`src/rtl/issue_scheduler_if.sv`:
```
// Bundle between the issue scheduler and its neighbours (fetcher, decoder,
// ROB, RS, LSB).
//
// Modports:
//   master - the issue scheduler. It drives if_ready_out, dec_code_out,
//            dec_pc_out, all iss_* outputs, illegal_out and busy_out. It reads
//            clear_in, the fetch offer, the decoder fields and the free/tag/
//            jalr_done status inputs.
//   slave  - the surrounding pipeline (or a testbench). The directions are the
//            mirror image of master.
interface issue_scheduler_if #(
    parameter int OPE_W     = 6,
    parameter int REG_W     = 6,
    parameter int ROB_TAG_W = 4
);
    logic                 clear_in;

    logic                 if_valid_in;
    logic [31:0]          if_code_in;
    logic [31:0]          if_pc_in;
    logic                 if_ready_out;

    logic [31:0]          dec_code_out;
    logic [31:0]          dec_pc_out;
    logic [OPE_W-1:0]     dec_type_in;
    logic [REG_W-1:0]     dec_rd_in;
    logic [REG_W-1:0]     dec_rs1_in;
    logic [REG_W-1:0]     dec_rs2_in;
    logic [31:0]          dec_imm_in;

    logic                 rob_free_in;
    logic [ROB_TAG_W-1:0] rob_tag_in;
    logic                 rs_free_in;
    logic                 lsb_free_in;
    logic                 jalr_done_in;

    logic                 iss_rs_out;
    logic                 iss_lsb_out;
    logic [OPE_W-1:0]     iss_type_out;
    logic [REG_W-1:0]     iss_rd_out;
    logic [REG_W-1:0]     iss_rs1_out;
    logic [REG_W-1:0]     iss_rs2_out;
    logic [31:0]          iss_imm_out;
    logic [31:0]          iss_pc_out;
    logic [ROB_TAG_W-1:0] iss_tag_out;
    logic                 illegal_out;
    logic                 busy_out;

    modport master (
        input  clear_in,
        input  if_valid_in, if_code_in, if_pc_in,
        output if_ready_out,
        output dec_code_out, dec_pc_out,
        input  dec_type_in, dec_rd_in, dec_rs1_in, dec_rs2_in, dec_imm_in,
        input  rob_free_in, rob_tag_in, rs_free_in, lsb_free_in, jalr_done_in,
        output iss_rs_out, iss_lsb_out, iss_type_out, iss_rd_out, iss_rs1_out,
        output iss_rs2_out, iss_imm_out, iss_pc_out, iss_tag_out,
        output illegal_out, busy_out
    );

    modport slave (
        output clear_in,
        output if_valid_in, if_code_in, if_pc_in,
        input  if_ready_out,
        input  dec_code_out, dec_pc_out,
        output dec_type_in, dec_rd_in, dec_rs1_in, dec_rs2_in, dec_imm_in,
        output rob_free_in, rob_tag_in, rs_free_in, lsb_free_in, jalr_done_in,
        input  iss_rs_out, iss_lsb_out, iss_type_out, iss_rd_out, iss_rs1_out,
        input  iss_rs2_out, iss_imm_out, iss_pc_out, iss_tag_out,
        input  illegal_out, busy_out
    );
endinterface

```
`src/rtl/issue_scheduler.sv`:
```
// Issue scheduler: a FIFO instruction queue between the fetcher and the
// RS/LSB/ROB. The queue head is shown to an external decoder; the decoded
// fields come back the same cycle and the head is issued in order to the RS or
// the LSB together with the ROB tag offered for it.
//
// Ports:
//   clk_in  - clock, all state updates on the rising edge
//   rst_in  - synchronous reset, active low
//   bus     - issue_scheduler_if.master: fetch offer/ready, decoder head
//             and fields, ROB/RS/LSB status, registered issue outputs,
//             illegal_out drop pulse and busy_out (waiting for a JALR target)
//
// Decoder type codes relied on here: 0 = empty/illegal, 4 = JALR,
// 11..15 = LB, LH, LW, LBU, LHU, 16..18 = SB, SH, SW. Loads and stores go to
// the LSB; every other nonzero type goes to the RS.
module issue_scheduler #(
    parameter int QUEUE_DEPTH = 16,
    parameter int OPE_W       = 6,
    parameter int REG_W       = 6,
    parameter int ROB_TAG_W   = 4
) (
    input logic               clk_in,
    input logic               rst_in,
    issue_scheduler_if.master bus
);

    localparam int PTR_W = $clog2(QUEUE_DEPTH);
    localparam int CNT_W = PTR_W + 1;

    localparam logic [OPE_W-1:0] OPE_NONE = '0;
    localparam logic [OPE_W-1:0] OPE_JALR = OPE_W'(4);
    localparam logic [OPE_W-1:0] OPE_LB   = OPE_W'(11);
    localparam logic [OPE_W-1:0] OPE_SW   = OPE_W'(18);

    typedef enum logic {
        RUN       = 1'b0,
        WAIT_JALR = 1'b1
    } state_t;

    state_t state;
    state_t state_next;

    logic [31:0] code_q [QUEUE_DEPTH];
    logic [31:0] pc_q   [QUEUE_DEPTH];

    logic [PTR_W-1:0] head;
    logic [PTR_W-1:0] tail;
    logic [CNT_W-1:0] count;

    logic head_valid;
    logic head_is_mem;
    logic head_is_jalr;
    logic can_look;
    logic target_free;
    logic issue;
    logic drop;
    logic push;
    logic pop;

    logic                 rs_vld_p1;
    logic                 lsb_vld_p1;
    logic                 illegal_p1;
    logic [OPE_W-1:0]     type_p1;
    logic [REG_W-1:0]     rd_p1;
    logic [REG_W-1:0]     rs1_p1;
    logic [REG_W-1:0]     rs2_p1;
    logic [31:0]          imm_p1;
    logic [31:0]          pc_p1;
    logic [ROB_TAG_W-1:0] tag_p1;

    // Ready comes only from the registered count, so it never depends on
    // same-cycle pops.
    assign bus.if_ready_out = (count != CNT_W'(QUEUE_DEPTH));
    assign bus.dec_code_out = code_q[head];
    assign bus.dec_pc_out   = pc_q[head];
    assign bus.busy_out     = (state == WAIT_JALR);

    always_comb begin
        head_valid   = (count != '0);
        head_is_mem  = (bus.dec_type_in >= OPE_LB) && (bus.dec_type_in <= OPE_SW);
        head_is_jalr = (bus.dec_type_in == OPE_JALR);
        can_look     = (state == RUN) && head_valid && !bus.clear_in;
        target_free  = head_is_mem ? bus.lsb_free_in : bus.rs_free_in;
        // A type-0 head is dropped without consuming a tag or a free slot.
        drop         = can_look && (bus.dec_type_in == OPE_NONE);
        issue        = can_look && (bus.dec_type_in != OPE_NONE) &&
                       bus.rob_free_in && target_free;
        push         = bus.if_valid_in && bus.if_ready_out && !bus.clear_in;
        pop          = issue || drop;

        state_next = state;
        if (bus.clear_in) begin
            state_next = RUN;
        end else begin
            case (state)
                RUN:       if (issue && head_is_jalr) state_next = WAIT_JALR;
                WAIT_JALR: if (bus.jalr_done_in)      state_next = RUN;
                default:   state_next = RUN;
            endcase
        end
    end

    always_ff @(posedge clk_in) begin
        if (!rst_in) begin
            state <= RUN;
        end else begin
            state <= state_next;
        end
    end

    // Queue storage carries no reset; only pointers and count define validity.
    always_ff @(posedge clk_in) begin
        if (push) begin
            code_q[tail] <= bus.if_code_in;
            pc_q[tail]   <= bus.if_pc_in;
        end
    end

    always_ff @(posedge clk_in) begin
        if (!rst_in || bus.clear_in) begin
            head  <= '0;
            tail  <= '0;
            count <= '0;
        end else begin
            if (push) tail <= tail + PTR_W'(1);
            if (pop)  head <= head + PTR_W'(1);
            case ({push, pop})
                2'b10:   count <= count + CNT_W'(1);
                2'b01:   count <= count - CNT_W'(1);
                default: count <= count;
            endcase
        end
    end

    // Issue stage: pulses clear on reset or flush; fields change only on issue.
    always_ff @(posedge clk_in) begin
        if (!rst_in) begin
            rs_vld_p1  <= 1'b0;
            lsb_vld_p1 <= 1'b0;
            illegal_p1 <= 1'b0;
            type_p1    <= '0;
            rd_p1      <= '0;
            rs1_p1     <= '0;
            rs2_p1     <= '0;
            imm_p1     <= '0;
            pc_p1      <= '0;
            tag_p1     <= '0;
        end else begin
            rs_vld_p1  <= issue && !head_is_mem;
            lsb_vld_p1 <= issue && head_is_mem;
            illegal_p1 <= drop;
            if (issue) begin
                type_p1 <= bus.dec_type_in;
                rd_p1   <= bus.dec_rd_in;
                rs1_p1  <= bus.dec_rs1_in;
                rs2_p1  <= bus.dec_rs2_in;
                imm_p1  <= bus.dec_imm_in;
                pc_p1   <= bus.dec_pc_out;
                tag_p1  <= bus.rob_tag_in;
            end
        end
    end

    assign bus.iss_rs_out   = rs_vld_p1;
    assign bus.iss_lsb_out  = lsb_vld_p1;
    assign bus.illegal_out  = illegal_p1;
    assign bus.iss_type_out = type_p1;
    assign bus.iss_rd_out   = rd_p1;
    assign bus.iss_rs1_out  = rs1_p1;
    assign bus.iss_rs2_out  = rs2_p1;
    assign bus.iss_imm_out  = imm_p1;
    assign bus.iss_pc_out   = pc_p1;
    assign bus.iss_tag_out  = tag_p1;

endmodule
```
`src/flat_wrapper.sv`:
```
// flat-port wrapper written by rule: the top's interface ports become plain ports
module issue_scheduler_flat 
#(
    parameter int QUEUE_DEPTH = 16,
    parameter int OPE_W       = 6,
    parameter int REG_W       = 6,
    parameter int ROB_TAG_W   = 4
)
  (clk_in, rst_in, bus_clear_in, bus_if_valid_in, bus_if_code_in, bus_if_pc_in, bus_if_ready_out, bus_dec_code_out, bus_dec_pc_out, bus_dec_type_in, bus_dec_rd_in, bus_dec_rs1_in, bus_dec_rs2_in, bus_dec_imm_in, bus_rob_free_in, bus_rob_tag_in, bus_rs_free_in, bus_lsb_free_in, bus_jalr_done_in, bus_iss_rs_out, bus_iss_lsb_out, bus_iss_type_out, bus_iss_rd_out, bus_iss_rs1_out, bus_iss_rs2_out, bus_iss_imm_out, bus_iss_pc_out, bus_iss_tag_out, bus_illegal_out, bus_busy_out);
  issue_scheduler_if #(.OPE_W(OPE_W), .REG_W(REG_W), .ROB_TAG_W(ROB_TAG_W)) bus_i ();
  input logic clk_in;
  input logic rst_in;
  input wire logic [$bits(bus_i.clear_in)-1:0] bus_clear_in;
  input wire logic [$bits(bus_i.if_valid_in)-1:0] bus_if_valid_in;
  input wire logic [$bits(bus_i.if_code_in)-1:0] bus_if_code_in;
  input wire logic [$bits(bus_i.if_pc_in)-1:0] bus_if_pc_in;
  output wire logic [$bits(bus_i.if_ready_out)-1:0] bus_if_ready_out;
  output wire logic [$bits(bus_i.dec_code_out)-1:0] bus_dec_code_out;
  output wire logic [$bits(bus_i.dec_pc_out)-1:0] bus_dec_pc_out;
  input wire logic [$bits(bus_i.dec_type_in)-1:0] bus_dec_type_in;
  input wire logic [$bits(bus_i.dec_rd_in)-1:0] bus_dec_rd_in;
  input wire logic [$bits(bus_i.dec_rs1_in)-1:0] bus_dec_rs1_in;
  input wire logic [$bits(bus_i.dec_rs2_in)-1:0] bus_dec_rs2_in;
  input wire logic [$bits(bus_i.dec_imm_in)-1:0] bus_dec_imm_in;
  input wire logic [$bits(bus_i.rob_free_in)-1:0] bus_rob_free_in;
  input wire logic [$bits(bus_i.rob_tag_in)-1:0] bus_rob_tag_in;
  input wire logic [$bits(bus_i.rs_free_in)-1:0] bus_rs_free_in;
  input wire logic [$bits(bus_i.lsb_free_in)-1:0] bus_lsb_free_in;
  input wire logic [$bits(bus_i.jalr_done_in)-1:0] bus_jalr_done_in;
  output wire logic [$bits(bus_i.iss_rs_out)-1:0] bus_iss_rs_out;
  output wire logic [$bits(bus_i.iss_lsb_out)-1:0] bus_iss_lsb_out;
  output wire logic [$bits(bus_i.iss_type_out)-1:0] bus_iss_type_out;
  output wire logic [$bits(bus_i.iss_rd_out)-1:0] bus_iss_rd_out;
  output wire logic [$bits(bus_i.iss_rs1_out)-1:0] bus_iss_rs1_out;
  output wire logic [$bits(bus_i.iss_rs2_out)-1:0] bus_iss_rs2_out;
  output wire logic [$bits(bus_i.iss_imm_out)-1:0] bus_iss_imm_out;
  output wire logic [$bits(bus_i.iss_pc_out)-1:0] bus_iss_pc_out;
  output wire logic [$bits(bus_i.iss_tag_out)-1:0] bus_iss_tag_out;
  output wire logic [$bits(bus_i.illegal_out)-1:0] bus_illegal_out;
  output wire logic [$bits(bus_i.busy_out)-1:0] bus_busy_out;
  assign bus_i.clear_in = bus_clear_in;
  assign bus_i.if_valid_in = bus_if_valid_in;
  assign bus_i.if_code_in = bus_if_code_in;
  assign bus_i.if_pc_in = bus_if_pc_in;
  assign bus_if_ready_out = bus_i.if_ready_out;
  assign bus_dec_code_out = bus_i.dec_code_out;
  assign bus_dec_pc_out = bus_i.dec_pc_out;
  assign bus_i.dec_type_in = bus_dec_type_in;
  assign bus_i.dec_rd_in = bus_dec_rd_in;
  assign bus_i.dec_rs1_in = bus_dec_rs1_in;
  assign bus_i.dec_rs2_in = bus_dec_rs2_in;
  assign bus_i.dec_imm_in = bus_dec_imm_in;
  assign bus_i.rob_free_in = bus_rob_free_in;
  assign bus_i.rob_tag_in = bus_rob_tag_in;
  assign bus_i.rs_free_in = bus_rs_free_in;
  assign bus_i.lsb_free_in = bus_lsb_free_in;
  assign bus_i.jalr_done_in = bus_jalr_done_in;
  assign bus_iss_rs_out = bus_i.iss_rs_out;
  assign bus_iss_lsb_out = bus_i.iss_lsb_out;
  assign bus_iss_type_out = bus_i.iss_type_out;
  assign bus_iss_rd_out = bus_i.iss_rd_out;
  assign bus_iss_rs1_out = bus_i.iss_rs1_out;
  assign bus_iss_rs2_out = bus_i.iss_rs2_out;
  assign bus_iss_imm_out = bus_i.iss_imm_out;
  assign bus_iss_pc_out = bus_i.iss_pc_out;
  assign bus_iss_tag_out = bus_i.iss_tag_out;
  assign bus_illegal_out = bus_i.illegal_out;
  assign bus_busy_out = bus_i.busy_out;
  issue_scheduler #(.QUEUE_DEPTH(QUEUE_DEPTH), .OPE_W(OPE_W), .REG_W(REG_W), .ROB_TAG_W(ROB_TAG_W)) u_core (.clk_in(clk_in), .rst_in(rst_in), .bus(bus_i));
endmodule
```
`config.mk`:
```
export PLATFORM = sky130hd
export DESIGN_NAME = issue_scheduler_flat
export DESIGN_NICKNAME = d
export VERILOG_FILES = /design/src/rtl/issue_scheduler_if.sv /design/src/rtl/issue_scheduler.sv /design/src/flat_wrapper.sv
export SDC_FILE = /design/constraint.sdc
export NUM_CORES = 1
export LEC_CHECK = 0
export BUFFER_PORTS_ARGS = -buffer_cell sky130_fd_sc_hd__buf_4
export CORE_MARGIN = 3
export CORE_UTILIZATION = 25
export CTS_CLUSTER_DIAMETER = 80
export DETAILED_ROUTE_END_ITERATION = 10
export PLACE_DENSITY_LB_ADDON = 0.12
export REMOVE_ABC_BUFFERS = 1
export SETUP_SLACK_MARGIN = 0.5
export SLEW_MARGIN = 10
export SYNTH_ARGS = -nofsm -noshare
export SYNTH_HDL_FRONTEND = slang
export SYNTH_SLANG_ARGS = --single-unit
```
`constraint.sdc`:
```
create_clock -name clk_in -period 10.3 [get_ports clk_in]
set_input_delay 3.09 -clock clk_in [delete_from_list [all_inputs] [get_ports clk_in]]
set_output_delay 3.09 -clock clk_in [all_outputs]
set_load 0.005 [all_outputs]
```
=== Word level (Yosys, flattened, before mapping) ===
Memories as Yosys holds them, arrays and structs flattened. A register that Yosys moved wholly into a read port is not among the register bits.
Index checks and enable logic that the tools add are counted.

* Bitwise gates (word level): 2
* Eq/ne operators: 4
* Multiplexer cells: 11
* Order comparisons: 2
* Reduce and logical (&&, ||, !) cells: 22
* Add/subtract/negate cells: 4

{| class="wikitable"
|+ Operator list
! operator !! number
|-
| 4-bit 2-to-1 mux || 4
|-
| 1-bit logical AND || 12
|-
| 5-bit case mux with 2 select lines || 1
|-
| 4-bit by 1-bit adder with 4-bit output, second input constant || 2
|-
| 6-bit by 3-bit equality test with 1-bit output, second input constant || 1
|-
| 6-bit by 4-bit greater-or-equal comparator with 1-bit output, second input constant || 1
|-
| 6-bit by 5-bit <= comparator with 1-bit output, second input constant || 1
|-
| 6-bit zero test || 1
|-
| 6-bit nonzero test || 1
|-
| 5-bit by 1-bit adder with 5-bit output, second input constant || 1
|-
| 1-bit 2-to-1 mux || 5
|-
| 5-bit != test, second input constant || 1
|-
| 5-bit nonzero test || 1
|-
| 5-bit by 1-bit subtractor with 5-bit output, second input constant || 1
|-
| 1-bit zero test || 3
|-
| 2-bit by 1-bit equality test with 1-bit output, second input constant || 1
|-
| 2-bit equality test, second input constant || 1
|-
| 1-bit logical OR || 2
|-
| 1-bit NOT || 2
|-
| 1-bit case mux with 2 select lines || 1
|-
| 2-bit nonzero test || 1
|-
| 2-bit OR reduction || 1
|}

* Register bits after elaboration: 109
* Output and inout port bits: 161
* Memories: 2
* Input port bits: 132
* Bits in writable memories: 1,024

{| class="wikitable"
|+ Memory list
! name !! words !! bits a word !! read ports !! clocked after memory_dff !! wr ports !! line !! source
|-
| u_core.code_q || 16 || 32 || 1 || 1 || 1 || issue_scheduler.sv:43 || <nowiki>logic [31:0] code_q [QUEUE_DEPTH];</nowiki>
|-
| u_core.pc_q || 16 || 32 || 1 || 1 || 1 || issue_scheduler.sv:44 || <nowiki>logic [31:0] pc_q [QUEUE_DEPTH];</nowiki>
|}

=== Longest topological paths before layout ===
Gate-level depths: netlist of the first run.

* Depth after elaboration: 9
* Mapped depth: 15
* Mapped depth without buffers: 13

=== Worst setup path after synthesis of the first run ===
Ideal clock, no wire load.

* Path type: input to register
* From: input port bus_if_valid_in
* To: memory u_core.code_q[3][0], enable pin
* Stages: 4
* Slack: 1.521 ns
* Data arrival time: 8.215 ns
* Required time: 9.736 ns
* Path through: inv_1 > a311oi_1 > nand2_1 > nor3_1

* Word-level cells in the longest chain between the ends: 4

{| class="wikitable"
|+ Ends and longest elaborated chain
! element !! line !! source
|-
| start: declaration || flat_wrapper.sv:14 || <nowiki>input wire logic [$bits(bus_i.if_valid_in)-1:0] bus_if_valid_in;</nowiki>
|-
| 1-bit logical AND (2 in a row) || issue_scheduler.sv:88 || <nowiki>push = bus.if_valid_in && bus.if_ready_out && !bus.clear_in;</nowiki>
|-
| 1-bit 2-to-1 mux || issue_scheduler.sv:113 || <nowiki>if (push) begin</nowiki>
|-
| 1-bit 2-to-1 mux (not written as such) || issue_scheduler.sv:114 || <nowiki>code_q[tail] <= bus.if_code_in;</nowiki>
|-
| end: declaration || issue_scheduler.sv:43 ||
|}

No other way between the ends.

==> results of run 1 <==
-- per-layer routing --
metal | routed length (um) | global-route usage | part of all wire | vias to the layer above
met4 | 2329 | 0.03299 | 0.019 | 4
met5 | 23 | 0 | 0.00019 | -
met2 | 61860 | 0.2339 | 0.51 | 555
li1 | - | - | - | 9253
met1 | 51340 | 0.1723 | 0.42 | 11530
met3 | 5668 | 0.02921 | 0.047 | 177
-- worst max-delay path: cells and delay by family (launching register included) --
family | cells | cell delay, ps
muxes | 1 | 600
AOI/OAI and AO/OA | 1 | 240
buffers and inverters | 2 | 760
DFF | 1 | 650
and+or+nand+nor | 1 | 240
-- through the flow --
stage          setup slack, ps  area, um2  setup TNS, ps  cells  hold WS [ps]
2_1_floorplan            -4369      42620        -324930   1940         451.1
3_3_place_gp              4086      48320              0   4590         442.7
3_5_place_dp              4039      48340              0   4591         451.1
4_1_cts                   3485      52590              0   4829         460.0
5_1_grt                   3399      52590              0   4829         472.5
6_report                  3656      52590              0   4832         454.1
-- sequential cells by signal, summed over array words and instances, names as in the netlist, 4 cells and up, named ones only --
| signal | count |
|---|---|
| u_core.bus.iss_type_out | 6 |
| u_core.code_q | 512 |
| u_core.bus.iss_rs1_out | 6 |
| u_core.bus.iss_rs2_out | 6 |
| u_core.bus.iss_tag_out | 4 |
| u_core.bus.iss_pc_out | 32 |
| u_core.head | 4 |
| u_core.bus.iss_imm_out | 32 |
| u_core.bus.iss_rd_out | 6 |
| u_core.pc_q | 512 |
| u_core.count | 5 |
| u_core.tail | 4 |
-- worst min-delay path by stage --
stage	from	end	slack [ps]	cells after the start
finish	u_core.bus.iss_tag_out[3]	u_core.bus.iss_tag_out[3]	450	2
global route	u_core.bus.iss_tag_out[3]	u_core.bus.iss_tag_out[3]	470	2
CTS	u_core.bus.iss_tag_out[3]	u_core.bus.iss_tag_out[3]	460	2
detailed placement	u_core.bus.iss_tag_out[3]	u_core.bus.iss_tag_out[3]	450	2
global placement	u_core.bus.iss_tag_out[3]	u_core.bus.iss_tag_out[3]	440	2
floorplan	u_core.bus.iss_imm_out[0]	u_core.bus.iss_imm_out[0]	450	2
-- cell families (layout without fill, tap and decap cells) --
group	after synthesis	in the layout	share of synthesized area
DFF	1137	1137	0.7624
muxes	345	345	0.1630
and+or+nand+nor	271	271	0.02760
AOI/OAI and AO/OA	164	164	0.02676
buffers and inverters	133	586	0.01624
adders and majority gates	9	9	0.002601
xor gates and xnor gates	7	7	0.001416
other	0	3	0
-- synth_stat cells, types with 3 or more instances --
| master | count | area [um2] |
|---|---|---|
| nor3b_1 | 4 | 30.03 |
| nand4_1 | 7 | 43.79 |
| mux4_2 | 288 | 6486 |
| a21boi_1 | 12 | 90.09 |
| nor2_1 | 24 | 90.09 |
| clkbuf_1 | 57 | 214.0 |
| buf_2 | 18 | 90.09 |
| inv_1 | 7 | 26.28 |
| a21boi_0 | 20 | 150.1 |
| and2_1 | 5 | 31.28 |
| buf_4 | 22 | 165.2 |
| nor3_1 | 5 | 25.02 |
| xor2_1 | 4 | 35.03 |
| nor2b_1 | 3 | 18.77 |
| mux2i_1 | 56 | 560.5 |
| nand2_1 | 163 | 611.8 |
| xnor2_1 | 3 | 26.28 |
| nand2b_1 | 7 | 43.79 |
| dfxtp_1 | 113 | 2262 |
| edfxtp_1 | 1024 | 30750 |
| nand3_1 | 43 | 215.2 |
| buf_12 | 5 | 100.1 |
| a21oi_1 | 7 | 35.03 |
| ha_1 | 9 | 112.6 |
| o21ai_0 | 42 | 210.2 |
| a22oi_1 | 65 | 488.0 |
| buf_1 | 20 | 75.07 |
-- final cells by class --
cell class | instances | area (um2) | share of cell area
clock inverters | 62 | 575.6 | 0.01094
multi-input cells | 796 | 9728 | 0.1850
flip-flops and latches | 1137 | 33020 | 0.6279
inverters | 7 | 26.28 | 0.0004996
repair buffers | 341 | 2673 | 0.05081
clock buffers | 176 | 3670 | 0.06978
diodes | 3 | 7.507 | 0.0001427
well taps | 2310 | 2890 | 0.05495
-- power by group through the flow --
stage	Combinational [mW]	Sequential [mW]	Clock, mW
global placement	0.233	5.14	0
finish	0.232	5.05	4.57
CTS	0.241	5.05	4.74
global route	0.257	5.05	4.94
detailed placement	0.241	5.15	0
floorplan	0.0691	5.15	0
==> results.md, run 1 <==
- 171900 um2 — floorplan core area
- 0 — CTS Hold Buffers Added
- 0 — count of yosys warnings during synthesis
- 3 — maximum count of clock buffers along a single path
- 0 — # Post-CTS Setup Buffers
- 0.2519 — effective utilization at floorplan
- 27.92 ps — Worst Clk Skew
- 0 — DRC violations left
- u_core.count[4] — terminus of the critical flop-to-flop path
- 90 — largest fanout of any net on the critical path
- 0.464 — share of power burned in the clock network
- 16750 — Fill cells
- 1553 — detailed router's first-iteration violation count
- 0.023 — combinational cell fraction of total power
- edfxtp_1 — predominant post-synthesis flop cell
- 21520 — via count
- 0.2081 — switching portion of total power
- 0 — grt total ovfl
- 0.6450 — crit share post-route
- flop to output port — worst setup path category
- 23210 — vias in the first global route
- flop to flop — Hold/Removal Path Class
- 4 — number of levels in the clock H-tree
- 43300 um2 — post-synth design cell area
- 0.1791 — Rel. slew slack
- 150.5 MHz — timing-limited maximum frequency
- 60 ps — CTS clk-pin slew, worst paths
- 650 ps — Crit path largest cell delay
- completed — run status
- false — RSZ-0062 raised after global routing
- flop — kind of launch point of the worst setup path
- 1137 — TritonCTS sink count
- 6644 ps — post-route minimum period
- 9.856 mW — overall power
- 7.805 mW — cell internal power dissipation
- 0 — # Max-Cap Violations
- 3550 ps — arrival time of data at the critical path endpoint
- 1228 ps — worst-margin pin slew
- 0.3319 — ratio of cells with drive above 1 in the final layout
- 0.3059 — fraction of the core area covered by cells at the end of the flow
- 12 — cell depth of the worst flop-to-flop path
- dfxtp_4 — slowest cell on the critical path
- 1024 — number of enable-type register cells in the synthesized netlist
- 0.7288 — Final Wtd Congestion
- output port — CP Capture Type
- 0.1352 — Tot GR Track Use
- 5 — number of optimization iterations in the first detailed-route pass
- 4.454 — routed via count divided by cell count
- 0 — number of failing setup endpoints in the final timing report
- 0 — number of gates resized after cts
- 2066 — gate count after technology mapping
- 187.4 nW/um2 — Power per Cell Area
- 16.39 nW — Static Leakage
- 1137 — post-synthesis register bit count
- 2.051 mW — net switching power of the design
- done — clock tree from TritonCTS
- 25.09 um — wire length per cell
- 0 — async set-reset flop share out of synthesis
- 2560 — net total in the final layout
- 178200 um2 — Die Outline Area
- 0.1572 mV — Max VDD drop
- 422.2 um — Vert. Die Dim
- buf_12, mux4_2, a22oi_1, nand2_1, buf_4 — Cell Chain, Critical Path
- clkbuf_16 — cell chosen for the clock root
- 54 — library cells used by synthesis
- 293 — total I/O pin count
- 6920 ps — register-to-register path setup slack
- 0.7624 — sequential element share of the synthesized area
- 12 — number of antenna violations at the first check in global routing
- bus_dec_pc_out[23] — Setup crit end
- 760 ps — insertion delay to the later sink of the worst-skew pair
- 0 — hold violation count in the final report
- 174600 um — first-pass GRT wire length
- 21.46% — Area growth syn-to-layout
- 292 — number of buffers inserted by port buffering
- u_core.count[1] — beginning of the worst register-to-register path
- 0 — Final ANT Viol Nets
- 20.96 um2 — Post-Synthesis Mean Instance Area
- 65850 um — estimated wirelength of the detail-placed design
- 0 — Pins Over Slew Limit
- 136 — number of clock buffers inserted by TritonCTS
- edfxtp_1 (1024), buf_4 (332), mux4_2 (288), nand2_1 (163), clkbuf_16 (141) — highest-count cells in the layout ignoring fill and taps
- edfxtp_1 — leading cell type in the layout, fill and taps excluded
- 131 — pin count of the biggest net entering global routing
- 7210 ps — endpoint required time on the critical path
- 422.2 um — horizontal extent of the die
- 0.512 — portion of total power attributed to sequential cells
- 121200 um — total detailed-routing wirelength
- 152 — floorplan row count
(Power assumes the default switching activity.)
==> run 2, diff against run 1 <==
clock period = 5.5 ns   (was 10.3 ns; I/O delays follow)
==> run 2 against run 1 <==
Against the previous run:
- via count is 0.40% lower
- wire length is 0.67% lower
- sequential share of layout area is 0.37 points lower
- power is 86% higher
- first-iteration DRC count is 2.3% lower
- non-clock buffer count is 7 higher
- setup slack worse by 2900 ps
- critical path depth is 1 lower
- clock skew is 6.1 ps lower
- flip-flop and latch count stayed put
- register-to-register slack worse by 4800 ps
- clock power is 85% higher
- critical path type unchanged
- highest routed layer unchanged
==> results.md, run 2 (synthesized netlist as in run 1, its figures left out) <==
- output port — CP Capture Type
- 4846 — number of standard cells in the layout, taps in and fillers out, +0.29%
- 155 — pin count of the biggest net entering global routing, +18%
- 62260 um — estimated wirelength of the detail-placed design, -5.5%
- 0 — Pins Over Slew Limit, unchanged
- 422.2 um — Vert. Die Dim, unchanged
- 152 — floorplan row count, unchanged
- 178200 um2 — Die Outline Area, unchanged
- flop — kind of launch point of the worst setup path
- 171900 um2 — floorplan core area, unchanged
- 120400 um — total detailed-routing wirelength, -0.67%
- 24.85 um — wire length per cell, -0.96%
- 13 — number of antenna violations at the first check in global routing, +1
- 0.8575 — crit share post-route
- u_core.bus.iss_rs1_out[4] — hold path startpoint
- 23290 — vias in the first global route, +0.37%
- 212.0 MHz — timing-limited maximum frequency
- 0 — number of failing setup endpoints in the final timing report, unchanged
- 0.7415 — Final Wtd Congestion, +1.7%
- 66 — largest fanout of any net on the critical path, -27%
- edfxtp_1 — leading cell type in the layout, fill and taps excluded
- 4.423 — routed via count divided by cell count, -0.69%
- false — RSZ-0062 raised after global routing
- 5 — number of optimization iterations in the first detailed-route pass, unchanged
- 21.79 ps — Worst Clk Skew, -6.131 ps
- 4597 — dpl cells, +0.13%
- 0 — DRC violations left, unchanged
- 4 — number of levels in the clock H-tree, unchanged
- 422.2 um — horizontal extent of the die, unchanged
- 12 — cell depth of the worst flop-to-flop path, unchanged
- edfxtp_1 (1024), buf_4 (315), mux4_2 (288), nand2_1 (163), clkbuf_16 (139) — highest-count cells in the layout ignoring fill and taps
- 60 ps — CTS clk-pin slew, worst paths, about the same
- flop to output port — worst setup path category
- 2130 ps — register-to-register path setup slack, -4790 ps
- 943.7 ps — worst-margin pin slew, -284.8 ps
- 22.19% — Area growth syn-to-layout
- 2 — hold path depth, unchanged
- 0.2519 — effective utilization at floorplan, unchanged
- 21440 — via count, -0.40%
- 0.3709 — Rel. slew slack, +0.1918
- 0 — # Max-Cap Violations, unchanged
- 0 — hold violation count in the final report, unchanged
- 2565 — net total in the final layout, +0.20%
- u_core.count[2] — beginning of the worst register-to-register path
- done — clock tree from TritonCTS
- 134 — number of clock buffers inserted by TritonCTS, -1.5%
- completed — run status
- 172300 um — first-pass GRT wire length, -1.3%
- 48670 um2 — area of placed instances, +0.69%
- u_core.count[4] — terminus of the critical flop-to-flop path
- clkbuf_16 — cell chosen for the clock root
- 346.5 nW/um2 — Power per Cell Area, +85%
- 3070 ps — arrival time of data at the critical path endpoint, -480 ps
- u_core.bus.iss_rs1_out[4] — endpoint of the worst hold path
- 0.3352 — ratio of cells with drive above 1 in the final layout, +0.003300
- 3 — maximum count of clock buffers along a single path, unchanged
- 52910 um2 — Finished Cell Area, +0.59%
- flop to flop — Hold/Removal Path Class
- 16.48 nW — Static Leakage, +0.55%
- 0 — grt total ovfl, unchanged
- 0 — Final ANT Viol Nets, unchanged
- 0 — number of gates resized after cts, unchanged
- 293 — total I/O pin count, unchanged
- 4716 ps — post-route minimum period
- 3850 ps — endpoint required time on the critical path, -3360 ps
- u_core.code_q x512, u_core.pc_q x512 — largest registers
- 1137 — TritonCTS sink count, unchanged
- 750 ps — insertion delay to the later sink of the worst-skew pair, about the same
- 0.2195 mV — Max VDD drop, +40%
- 292 — number of buffers inserted by port buffering, unchanged
- 1518 — detailed router's first-iteration violation count, -2.3%
- 0.1346 — Tot GR Track Use, -0.0006904
run 2: where the power goes:
group / switching, mW / leakage [nW] / total [mW] / internal (mW)
Clock: 3.45 / 2.05 / 8.44 / 4.99
Combinational: 0.267 / 4.29 / 0.435 / 0.167
Sequential: 0.0106 / 10.1 / 9.46 / 9.45
run 2: how the worst max path moves through the flow:
stage                                       to  slack (ps)  cells past startpoint
after floorplan            bus_dec_code_out[0]       -7730                      2
after detailed placement       u_core.count[4]         680                     14
after CTS                 bus_dec_code_out[30]         640                      5
final                     bus_dec_code_out[11]         780                      4
after global placement         u_core.count[4]         770                     14
after global routing         bus_dec_pc_out[8]         590                      6
run 2: critical path, cell delays in order (launching register included):
cell and delay [ps]:
dfxtp_4 670, buf_12 420, mux4_2 410, mux4_2 530, buf_4 160
run 2: metal layers:
| metal | wire length (um) | global-route usage | vias up | share of wire |
|---|---|---|---|---|
| met1 | 53360 | 0.1776 | 11460 | 0.44 |
| met4 | 2530 | 0.03668 | 8 | 0.021 |
| li1 | - | - | 9270 | - |
| met3 | 5858 | 0.03101 | 182 | 0.049 |
| met5 | 63 | 0 | - | 0.00052 |
| met2 | 58590 | 0.2223 | 514 | 0.49 |
run 2: cell type report:
cell class,instances,area (um2)
diodes,6,15.01
clock buffers,178,3685
clock inverters,64,518.0
fillers,16690,119000
inverters,7,26.28
multi-input cells,796,9728
flip-flops and latches,1137,33020
well taps,2310,2890
repair buffers,348,3020
run 2: metrics by stage:
step             util  hold slack [ps]  total power, mW  worst slack, ps  TNS (ps)
6_report       0.3077            455.2            18.33            783.5         0
2_1_floorplan       -            451.1            9.777            -7729  -1208810
4_1_cts        0.3076            457.2            18.68            644.9         0
3_5_place_dp   0.2831            448.8            10.09            681.0         0
3_3_place_gp   0.2831            443.0            10.07            767.1         0
5_1_grt        0.3076            480.5            19.05            590.8         0
run 2: what timing repair did:
item,4_1_cts,5_1_grt
buffers inserted,1,0
hold buffers,0,0
setup endpoints to repair,2,0
==> run 3, diff against run 2 <==
BUFFER_PORTS_ARGS = not set   (was -buffer_cell sky130_fd_sc_hd__buf_4)
DONT_BUFFER_PORTS = 1   (was not set)
==> run 3 against run 2 <==
Against the previous run:
- fmax fell by 1.3%
- wire length fell by 0.29%
- first-iteration DRC count fell by 6.7%
- largest cell class unchanged
- sequential power barely moved
- hold slack improved by 17 ps
- die area did not move
- setup slack got worse by 60 ps
- clock power rose by 3.3%
- flip-flop and latch count did not move
==> results.md, run 3 (synthesized netlist as in run 1, its figures left out) <==
- flop to output port — worst setup path category
- 0.011 — combinational cell fraction of total power, -0.013
- 20690 — via count, -3.5%
- 4 — number of levels in the clock H-tree, unchanged
- 120100 um — total detailed-routing wirelength, -0.29%
- 0 — Pins Over Slew Limit, unchanged
- 422.2 um — horizontal extent of the die, unchanged
- 1 — Bufs and invs on worst path, -1
- completed — run status
- edfxtp_1 — leading cell type in the layout, fill and taps excluded
- 41 — largest fanout of any net on the critical path, -38%
- 3130 ps — arrival time of data at the critical path endpoint, +60 ps
- 4777 ps — post-route minimum period, +60.24 ps
- 0 ps — total negative slack for setup checks, unchanged
- 3 — maximum count of clock buffers along a single path, unchanged
- 0 — Final ANT Viol Nets, unchanged
- 0 — number of buffers inserted by port buffering, -100%
- 0 — grt total ovfl, unchanged
- 0.8685 — crit share post-route, +0.01095
- 1137 — TritonCTS sink count, unchanged
- edfxtp_1 (1024), mux4_2 (288), nand2_1 (163), clkbuf_16 (143), dfxtp_1 (109) — highest-count cells in the layout ignoring fill and taps
- 0.2082 mV — Max VDD drop, -5.1%
- 422.2 um — Vert. Die Dim, unchanged
- 0.2026 — switching portion of total power, -0.001017
- 4.512 — routed via count divided by cell count, +2.0%
- 0.3473 — Rel. slew slack, -0.02355
- 3.725 mW — net switching power of the design, -0.20%
- 26.87 ps — Worst Clk Skew, +5.080 ps
- 171700 um — first-pass GRT wire length, -0.33%
- 0 — hold violation count in the final report, unchanged
- flop — kind of launch point of the worst setup path
- 178200 um2 — Die Outline Area, unchanged
- 0 — # Max-Cap Violations, unchanged
- 2 — number of antenna violations at the first check in global routing, -11
- flop to flop — Hold/Removal Path Class
- 8 — number of optimization iterations in the first detailed-route pass, +3
- 0.2591 — ratio of cells with drive above 1 in the final layout, -0.07605
- 157 — pin count of the biggest net entering global routing, +1.3%
- 14.66 mW — cell internal power dissipation, +0.42%
- 0.2519 — effective utilization at floorplan, unchanged
- 930 ps — Crit path largest cell delay, +260 ps
- 26.19 um — wire length per cell, +5.4%
- 51160 um2 — Finished Cell Area, -3.3%
- dfxtp_4 — slowest cell on the critical path
- 1417 — detailed router's first-iteration violation count, -6.7%
- 0 — number of failing setup endpoints in the final timing report, unchanged
- flip-flops — CP top delay family
- output port — CP Capture Type
- 22520 — vias in the first global route, -3.3%
- 760 ps — insertion delay to the later sink of the worst-skew pair, about the same
- 0.474 — share of power burned in the clock network, +0.014
- 67330 um — estimated wirelength of the detail-placed design, +8.1%
- 723.3 ps — setup slack of the critical path after layout, -60.24 ps
- 3850 ps — endpoint required time on the critical path, about the same
- buf_4, mux4_2, mux4_2 — Cell Chain, Critical Path
- mux4_2 — cell mode on critical path
- 293 — total I/O pin count, unchanged
- 18.39 mW — overall power, +0.30%
- 0.1346 — Tot GR Track Use, about the same
- u_core.code_q x512, u_core.pc_q x512 — largest registers
- 979.0 ps — worst-margin pin slew, +35.33 ps
- 15.25 nW — Static Leakage, -7.5%
- 0 — DRC violations left, unchanged
- 171900 um2 — floorplan core area, unchanged
- 359.4 nW/um2 — Power per Cell Area, +3.7%
- 0 — CTS Hold Buffers Added, unchanged
- done — clock tree from TritonCTS
- 139 — number of clock buffers inserted by TritonCTS, +3.7%
- 0.2976 — fraction of the core area covered by cells at the end of the flow, -0.01017
- 872.6 ps — Place WS, +191.6 ps
- 209.3 MHz — timing-limited maximum frequency, -1.3%
- 152 — floorplan row count, unchanged
- 2303 — net total in the final layout, -10%
- 18.15% — Area growth syn-to-layout
- clkbuf_16 — cell chosen for the clock root
- false — RSZ-0062 raised after global routing
- 0.7851 — Final Wtd Congestion, +5.9%
- 0.515 — portion of total power attributed to sequential cells, about the same
- 46740 um2 — area of placed instances, -4.0%
- 2210 ps — register-to-register path setup slack, +80 ps
- 50 ps — CTS clk-pin slew, worst paths, about the same
## run 3: cell types whose count changed in the layout (fill, tap and decap cells not counted), moves of 2 or more
cell / change
clkinv_2: -4
buf_12: +6
inv_16: +2
clkbuf_16: +4
buf_4: -274
clkinv_8: -2
clkbuf_8: +2
inv_6: +3
diode_2: -4
## run 3: through the flow
step | hold WS (ps) | std cells
6_report | 472.0 | 4585
5_1_grt | 492.1 | 4584
4_1_cts | 477.0 | 4583
3_5_place_dp | 468.8 | 4330
3_3_place_gp | 468.0 | 4330
2_1_floorplan | 451.1 | 1940
## run 3: worst paths after layout
path | cells past startpoint | end | startpoint
hold / removal | 2 | u_core.bus.iss_imm_out[5] | u_core.bus.iss_imm_out[5]
setup / recovery | 3 | bus_dec_code_out[11] | flop
setup reg to reg | 12 | u_core.count[4] | u_core.count[1]
hold reg to reg | 2 | u_core.bus.iss_imm_out[5] | u_core.bus.iss_imm_out[5]
## run 3: power by group through the flow
| stage | clock network (mW) | registers, mW | logic [mW] |
|---|---|---|---|
| 2_1_floorplan | 0 | 9.65 | 0.129 |
| 3_3_place_gp | 0 | 9.64 | 0.217 |
| 3_5_place_dp | 0 | 9.64 | 0.218 |
| 4_1_cts | 9.05 | 9.46 | 0.220 |
| 5_1_grt | 9.40 | 9.46 | 0.228 |
| 6_report | 8.72 | 9.46 | 0.207 |
## run 3: timing repair
| action | CTS | global route |
|---|---|---|
| setup endpoints to repair | 14 | 0 |
| setup buffers | 1 | 0 |
| gates resized for setup | 1 | 0 |
## run 3: worst min-delay path, stage by stage (launching register included)
cell	delay [ps]
dfxtp_1	320
nand2_1	60
mux2i_1	50
## run 3: final cells by class
class	count	area (um2)
clock buffers	186	3824
repair buffers	81	1107
flip-flops and latches	1137	33020
inverters	7	26.28
diodes	2	5.005
well taps	2310	2890
clock inverters	66	554.3
multi-input cells	796	9728
fillers	16750	120800
## run 3: layer usage
metal,wire length [um],up-vias,track usage
li1,-,8759,-
met1,50070,11270,0.1667
met2,60710,505,0.2310
met3,7241,154,0.03907
met4,2033,0,0.03229
met5,0,-,0
